File: config.mk
export PLATFORM = sky130hd
export DESIGN_NAME = argmin_stream_sequencer
export DESIGN_NICKNAME = d
export VERILOG_FILES = /design/src/rtl/argmin_stream_sequencer.sv
export SDC_FILE = /design/constraint.sdc
export NUM_CORES = 1
export LEC_CHECK = 0
export ABC_AREA = 1
export BUFFER_PORTS_ARGS = -buffer_cell sky130_fd_sc_hd__clkbuf_2
export CAP_MARGIN = 20
export CORE_MARGIN = 2
export CORE_UTILIZATION = 57
export DETAILED_ROUTE_END_ITERATION = 10
export GPL_ROUTABILITY_DRIVEN = 0
export PLACE_DENSITY = 0.82
export SLEW_MARGIN = 15
export SYNTH_ARGS = -nofsm -noshare
export SYNTH_HDL_FRONTEND = slang
export SYNTH_SLANG_ARGS = --single-unit
File: constraint.sdc
create_clock -name clk -period 13.2 [get_ports clk]
set_input_delay 2.64 -clock clk [delete_from_list [all_inputs] [get_ports clk]]
set_output_delay 2.64 -clock clk [all_outputs]
set_load 0.03 [all_outputs]
File: src/rtl/argmin_stream_sequencer.sv
// ============================================================================
// Module   : argmin_stream_sequencer
// Purpose  : Streaming argmin over the reduced dimension. Takes a job config
//            (dim length, row count), consumes one signed element per cycle
//            and emits one minimum index per row, then signals completion.
// Revision : 1.0 - initial release
// ============================================================================
`default_nettype none

module argmin_stream_sequencer #(
    parameter int DATA_W = 32,
    parameter int LEN_W  = 16,
    parameter int ROW_W  = 16
) (
    input  logic              clk,
    input  logic              rst,
    // job configuration
    input  logic              cfg_valid,
    output logic              cfg_ready,
    input  logic [LEN_W-1:0]  cfg_dim_len,
    input  logic [ROW_W-1:0]  cfg_num_rows,
    // element stream
    input  logic              in_valid,
    output logic              in_ready,
    input  logic [DATA_W-1:0] in_data,
    // result stream
    output logic              out_valid,
    input  logic              out_ready,
    output logic [LEN_W-1:0]  out_index,
    output logic [ROW_W-1:0]  out_row,
    // status
    output logic              busy,
    output logic              done,
    output logic              cfg_err
);

    localparam logic [LEN_W-1:0] c_len_one = {{(LEN_W-1){1'b0}}, 1'b1};
    localparam logic [ROW_W-1:0] c_row_one = {{(ROW_W-1){1'b0}}, 1'b1};

    typedef enum logic [1:0] {
        S_IDLE = 2'd0,
        S_SCAN = 2'd1,
        S_EMIT = 2'd2
    } state_t;

    state_t             r_state;
    logic [LEN_W-1:0]   r_dim_len;
    logic [ROW_W-1:0]   r_num_rows;
    logic [LEN_W-1:0]   r_idx;
    logic [ROW_W-1:0]   r_row;
    logic [DATA_W-1:0]  r_min;
    logic [LEN_W-1:0]   r_min_idx;
    logic [LEN_W-1:0]   r_out_index;
    logic [ROW_W-1:0]   r_out_row;
    logic               r_cfg_err;

    logic               w_cfg_bad;
    logic               w_new_min;
    logic               w_last_elem;
    logic               w_last_row;

    // A zero-length dimension or zero rows would make an empty job; reject it.
    assign w_cfg_bad   = (cfg_dim_len == '0) || (cfg_num_rows == '0);
    // First element of a row always seeds the minimum; later ones must be
    // strictly smaller so ties keep the earliest index.
    assign w_new_min   = (r_idx == '0) || ($signed(in_data) < $signed(r_min));
    assign w_last_elem = (r_idx == (r_dim_len - c_len_one));
    assign w_last_row  = (r_row == (r_num_rows - c_row_one));

    assign cfg_ready = (r_state == S_IDLE);
    assign in_ready  = (r_state == S_SCAN);
    assign out_valid = (r_state == S_EMIT);
    assign busy      = (r_state != S_IDLE);
    // done must coincide with the final result handshake, so it is decoded
    // from the registered state and the live out_ready.
    assign done      = (r_state == S_EMIT) && out_ready && w_last_row;
    assign cfg_err   = r_cfg_err;
    assign out_index = r_out_index;
    assign out_row   = r_out_row;

    // Sequencer FSM: config capture, per-row min tracking and result hand-off.
    always_ff @(posedge clk or posedge rst) begin
        if (rst) begin
            r_state     <= S_IDLE;
            r_dim_len   <= '0;
            r_num_rows  <= '0;
            r_idx       <= '0;
            r_row       <= '0;
            r_min       <= '0;
            r_min_idx   <= '0;
            r_out_index <= '0;
            r_out_row   <= '0;
            r_cfg_err   <= 1'b0;
        end else begin
            r_cfg_err <= 1'b0;
            case (r_state)
                S_IDLE: begin
                    if (cfg_valid) begin
                        if (w_cfg_bad) begin
                            r_cfg_err <= 1'b1;
                        end else begin
                            r_dim_len  <= cfg_dim_len;
                            r_num_rows <= cfg_num_rows;
                            r_idx      <= '0;
                            r_row      <= '0;
                            r_state    <= S_SCAN;
                        end
                    end
                end
                S_SCAN: begin
                    if (in_valid) begin
                        if (w_new_min) begin
                            r_min     <= in_data;
                            r_min_idx <= r_idx;
                        end
                        if (w_last_elem) begin
                            // The last element participates in the result.
                            r_out_index <= w_new_min ? r_idx : r_min_idx;
                            r_out_row   <= r_row;
                            r_state     <= S_EMIT;
                        end else begin
                            r_idx <= r_idx + c_len_one;
                        end
                    end
                end
                S_EMIT: begin
                    if (out_ready) begin
                        if (w_last_row) begin
                            r_state <= S_IDLE;
                        end else begin
                            r_row   <= r_row + c_row_one;
                            r_idx   <= '0;
                            r_state <= S_SCAN;
                        end
                    end
                end
                default: begin
                    r_state <= S_IDLE;
                end
            endcase
        end
    end

endmodule

`default_nettype wire

Word-level counts from Yosys, hierarchy flattened. Index checks and enable logic that the tools add are counted.

Output and inout bits: 38. Input bits: 69. Word-level logic and storage cells: 66. Flip-flop bits (word level): 147.

Equal/unequal tests: 11. Add/subtract/negate cells: 4. Mux-type cells: 21. Magnitude comparators: 1. Bitwise operators: 1. Reductions and logical operators: 18.

Operators by type and width (count): 2-to-1 mux 16 bit (9); zero test 16 bit (3); case mux 16 bit (3 select lines) (1); adder 16 x 1 -> 16 bit, second input constant (2); == test 16 bit (2); < comparator 32 bit (1); case mux 16 bit (2 select lines) (1); subtractor 16 x 1 -> 16 bit, second input constant (2); 2-to-1 mux 2 bit (5); inequality test 2 bit, second input constant (5); AND reduction 5 bit (2); AND reduction 3 bit (3); AND reduction 7 bit (1); case mux 2 bit (3 select lines) (1); 2-to-1 mux 1 bit (4); inequality test 2 x 1 -> 1 bit, second input constant (2); nonzero test 2 bit (2); nonzero test 3 bit (1); == test 2 x 1 -> 1 bit, second input constant (1); == test 2 bit, second input constant (1); logical AND 1 bit (2); zero test 2 bit (1); logical OR 1 bit (2); AND reduction 2 bit (1); NOT 1 bit (1).

Depth between registers and ports, before layout.
Word-level depth: 5. Gate-level depth with buffers: 19. Depth with buffers taken out: 18.

Worst setup path after synthesis. OpenSTA, ideal clock, no wires.

Path kind: input-to-output. Start point: in out_ready. End point: out done. Arrival time: 3373 ps. Setup slack: 7187 ps. Cell stages on the path: 2. Buffers on the path: 0. Required time: 10560 ps. Cell sequence: inv_1 -> nor3_1.

Longest elaborated chain between the ends: 2.

RTL lines: from (decl) (RTL line 28) `input logic out_ready,`; logical AND 1 bit (2 in a row) (RTL line 76) `assign done = (r_state == S_EMIT) && out_ready && w_last_row;`; to (decl) (RTL line 33) `output logic done,`.

No other way between the ends.

Final worst setup path.
Start point: in in_data[11]. End point: reg r_min_idx[12].

Longest elaborated chain between the ends: 3.

RTL lines: from (decl) (RTL line 25) `input logic [DATA_W-1:0] in_data,`; < comparator 32 bit (RTL line 66) `assign w_new_min = (r_idx == '0) || ($signed(in_data) < $signed(r_min));`; logical OR 1 bit (RTL line 66); 2-to-1 mux 16 bit; to (signal assigned) (RTL line 114) `r_min_idx <= r_idx;`; to (decl) (RTL line 52) `logic [LEN_W-1:0] r_min_idx;`.

No other way between the ends. A chain may end at the register's enable or synchronous reset.

==> impl_metrics.toml <==
[status]
status = "finished clean"

[sta]
fmax_mhz = 156
tns_ps = 0
whs_ps = 470
finClkSkew_ps = 6.01
min_period_ps = 6410
worst_pin_slew_ps = 1090
setup_viol = 0
drv_slew = 0
slew_headroom_pct = 27.4
period_share_pct = 48.5
hold_viol = 0
grt_setup_unrepaired = "no"
setup_ws_ps = 6790

[synth]
synth_seq_area_share_pct = 40.3
netlist_instances = 1271
synth-compound-area-share_pct = 5.82
synth-async-reset-ratio_pct = 100
yosysMostFrequentCell = "nand2_1"
synth-edff-count = 0
syn_nets = 1376
synthesis.area_um2 = 9120
synth_top_area_share_pct = 40.3
synth_fa_ha_area_share_pct = 4.94
ys_top_cells_by_area = "dfrtp_1, nand2_1, inv_1"
ys_ff_latch = 147
synthMuxAreaShare_pct = 0
synth_top_family_by_area = "simple AND/OR/NAND/NOR gates"
syn_avg_cell_area_um2 = 7.17
yosysTopAreaCell = "dfrtp_1"
yosysUniqueCellTypes = 38
yosys.area_share.simple_pct = 34.3
yosys_warnings = 0
synth_common_cells = "nand2_1, inv_1, dfrtp_1"
synthXorXnorAreaFrac_pct = 5.34
synthFlopType = "dfrtp_1"

[worst_setup_path]
crit_family = "simple AND/OR/NAND/NOR gates"
cp_max_fo = 53
path_common_cell = "nand2_1"
cp-end-kind = "flop"
worstPathRequired_ps = 13530
path_class = "in -> reg"
slowest_stage = "nand2_1"
crit_buf_inv = 3
path_cells = "clkbuf_2, ha_1, a21oi_1, o21ai_0, a21oi_1, nand2_1, nand2_1, nand2_1, nand2_2, nand3_2, nand2_1, buf_4, nand2_1, nand2_1, inv_1"
critPathMaxStageDelay_ps = 1040
cp.arrival_ps = 6730
setup.worst_path.start_class = "input port"

[global_routing]
grt_pass1_wl_mm = 35.2
grt_max_degree = 83
grt-ovfl-total = 0
first_global_vias = 7622
antenna_found_initial = 0
track_usage_pct = 25.8

[die]
start_util_pct = 57.8
ios = 107
die_area_um2 = 17000
placement_rows = 46
die_y_um = 130
die_x_um = 130
core_area_um2 = 15800

[pwr]
p_leak_nw = 5.49
report.power.total_mw = 2.09
ir_drop_v = 0.000127
p_per_area_nw_per_um2 = 201

[route]
drt_iter0_drc = 688
wire_per_inst_um = 13.4
dr_total_vias = 8372
viasPerCell = 5.29
drt_wl_total_mm = 21.1
ant_nets = 0
dr.pass1.iters = 7
drc = 0

[layout]
stdcell_area_um2 = 10400
final_nets = 1458
drive_gt1_share_pct = 13.2
diodes = 0
syn2layout_area_growth_pct = 14.1

[cts]
tritoncts = "yes"
htree_levels = 4
cts-buffers-inserted = 17
cts.sinks = 147
cts_hold_buf = 0
root_buffer = "clkbuf_16"
post_cts_resize_count = 0
cts_setup_buffers = 0
cts_buffer_depth = 2
path_clk_slew_ps = 60
clock_latency_ps = 430

[worst_hold_path]
min_path_type = "reg -> reg"

[placed_design]
place_area_um2 = 9740
port_buffers = 106
dpl_worst_slack_ps = 6470
hpwl_mm = 15.0

[run]
drv_cap = 0
[flip-flops by register name, indices dropped and copies added (netlist names)]
name	cells
r_min	32
out_index	16
out_row	16
r_dim_len	16
r_idx	16
r_min_idx	16
r_num_rows	16
r_row	16
r_state	2
cfg_err	1
[cell type report]
| cell class | instances | area (um^2) |
|---|---|---|
| fillers | 1413 | 5370 |
| clock buffers | 21 | 460 |
| clock inverters | 11 | 176 |
| well taps | 216 | 270 |
| multi-input cells | 911 | 4600 |
| inverters | 163 | 617 |
| flip-flops and latches | 147 | 3680 |
| repair buffers | 113 | 603 |
[where the power goes]
part / total (mW) / internal, mW / switching (mW)
Combinational: 0.901 / 0.300 / 0.601
Sequential: 0.670 / 0.567 / 0.103
Clock: 0.518 / 0.328 / 0.190
[layer usage]
metal | track usage, % | part of all wire (%)
met1 | 35.2 | 46
met3 | 5.01 | 5.3
met4 | 8.57 | 1.8
met2 | 41.6 | 47
met5 | 0 | 0
[worst paths after layout]
path,startpoint,to,slack (ps),cells past startpoint
setup / recovery,in_data[11],r_min_idx[12],6790,15
hold reg to reg,r_min[4],r_min[4],470,2
hold / removal,r_min[4],r_min[4],470,2
setup reg to reg,r_min[11],r_min_idx[12],8730,15
min in group asynchronous,rst,r_min[18],2270,2
max in group asynchronous,rst,r_dim_len[0],9840,4
[kinds of logic after synthesis]
kind of cell,after synthesis
xor+xnor,54
buf+inv,213
flops,147
simple gates,717
fa+ha+maj,36
compound gates,104
[through the flow]
| step | util (%) | instances |
|---|---|---|
| 3_3_place_gp | 61.8 | 1549 |
| 3_5_place_dp | 61.8 | 1549 |
| 2_1_floorplan | - | 1271 |
| 5_1_grt | 66.0 | 1582 |
| 6_report | 66.0 | 1582 |
| 4_1_cts | 65.8 | 1581 |
[placed cells by master, fill, tap and decap left out, drive strengths merged, types with 4 or more instances in the layout]
master  count
nor3       16
clkbuf    127
xnor2      16
clkinv      7
ha         36
nand3      96
buf         7
a21oi      19
xor2       37
inv       162
dfrtp     147
nor2      110
or2        11
nand2     421
nand3b      5
bufinv      4
nor4        8
nand4      47
o21ai      81
[worst min-delay path: cells and delay by family (launching register included)]
family	cells	cell delay, ps
flip-flops	1	340
AND/OR/NAND/NOR	2	90
Power figures use the tool's default switching activity.
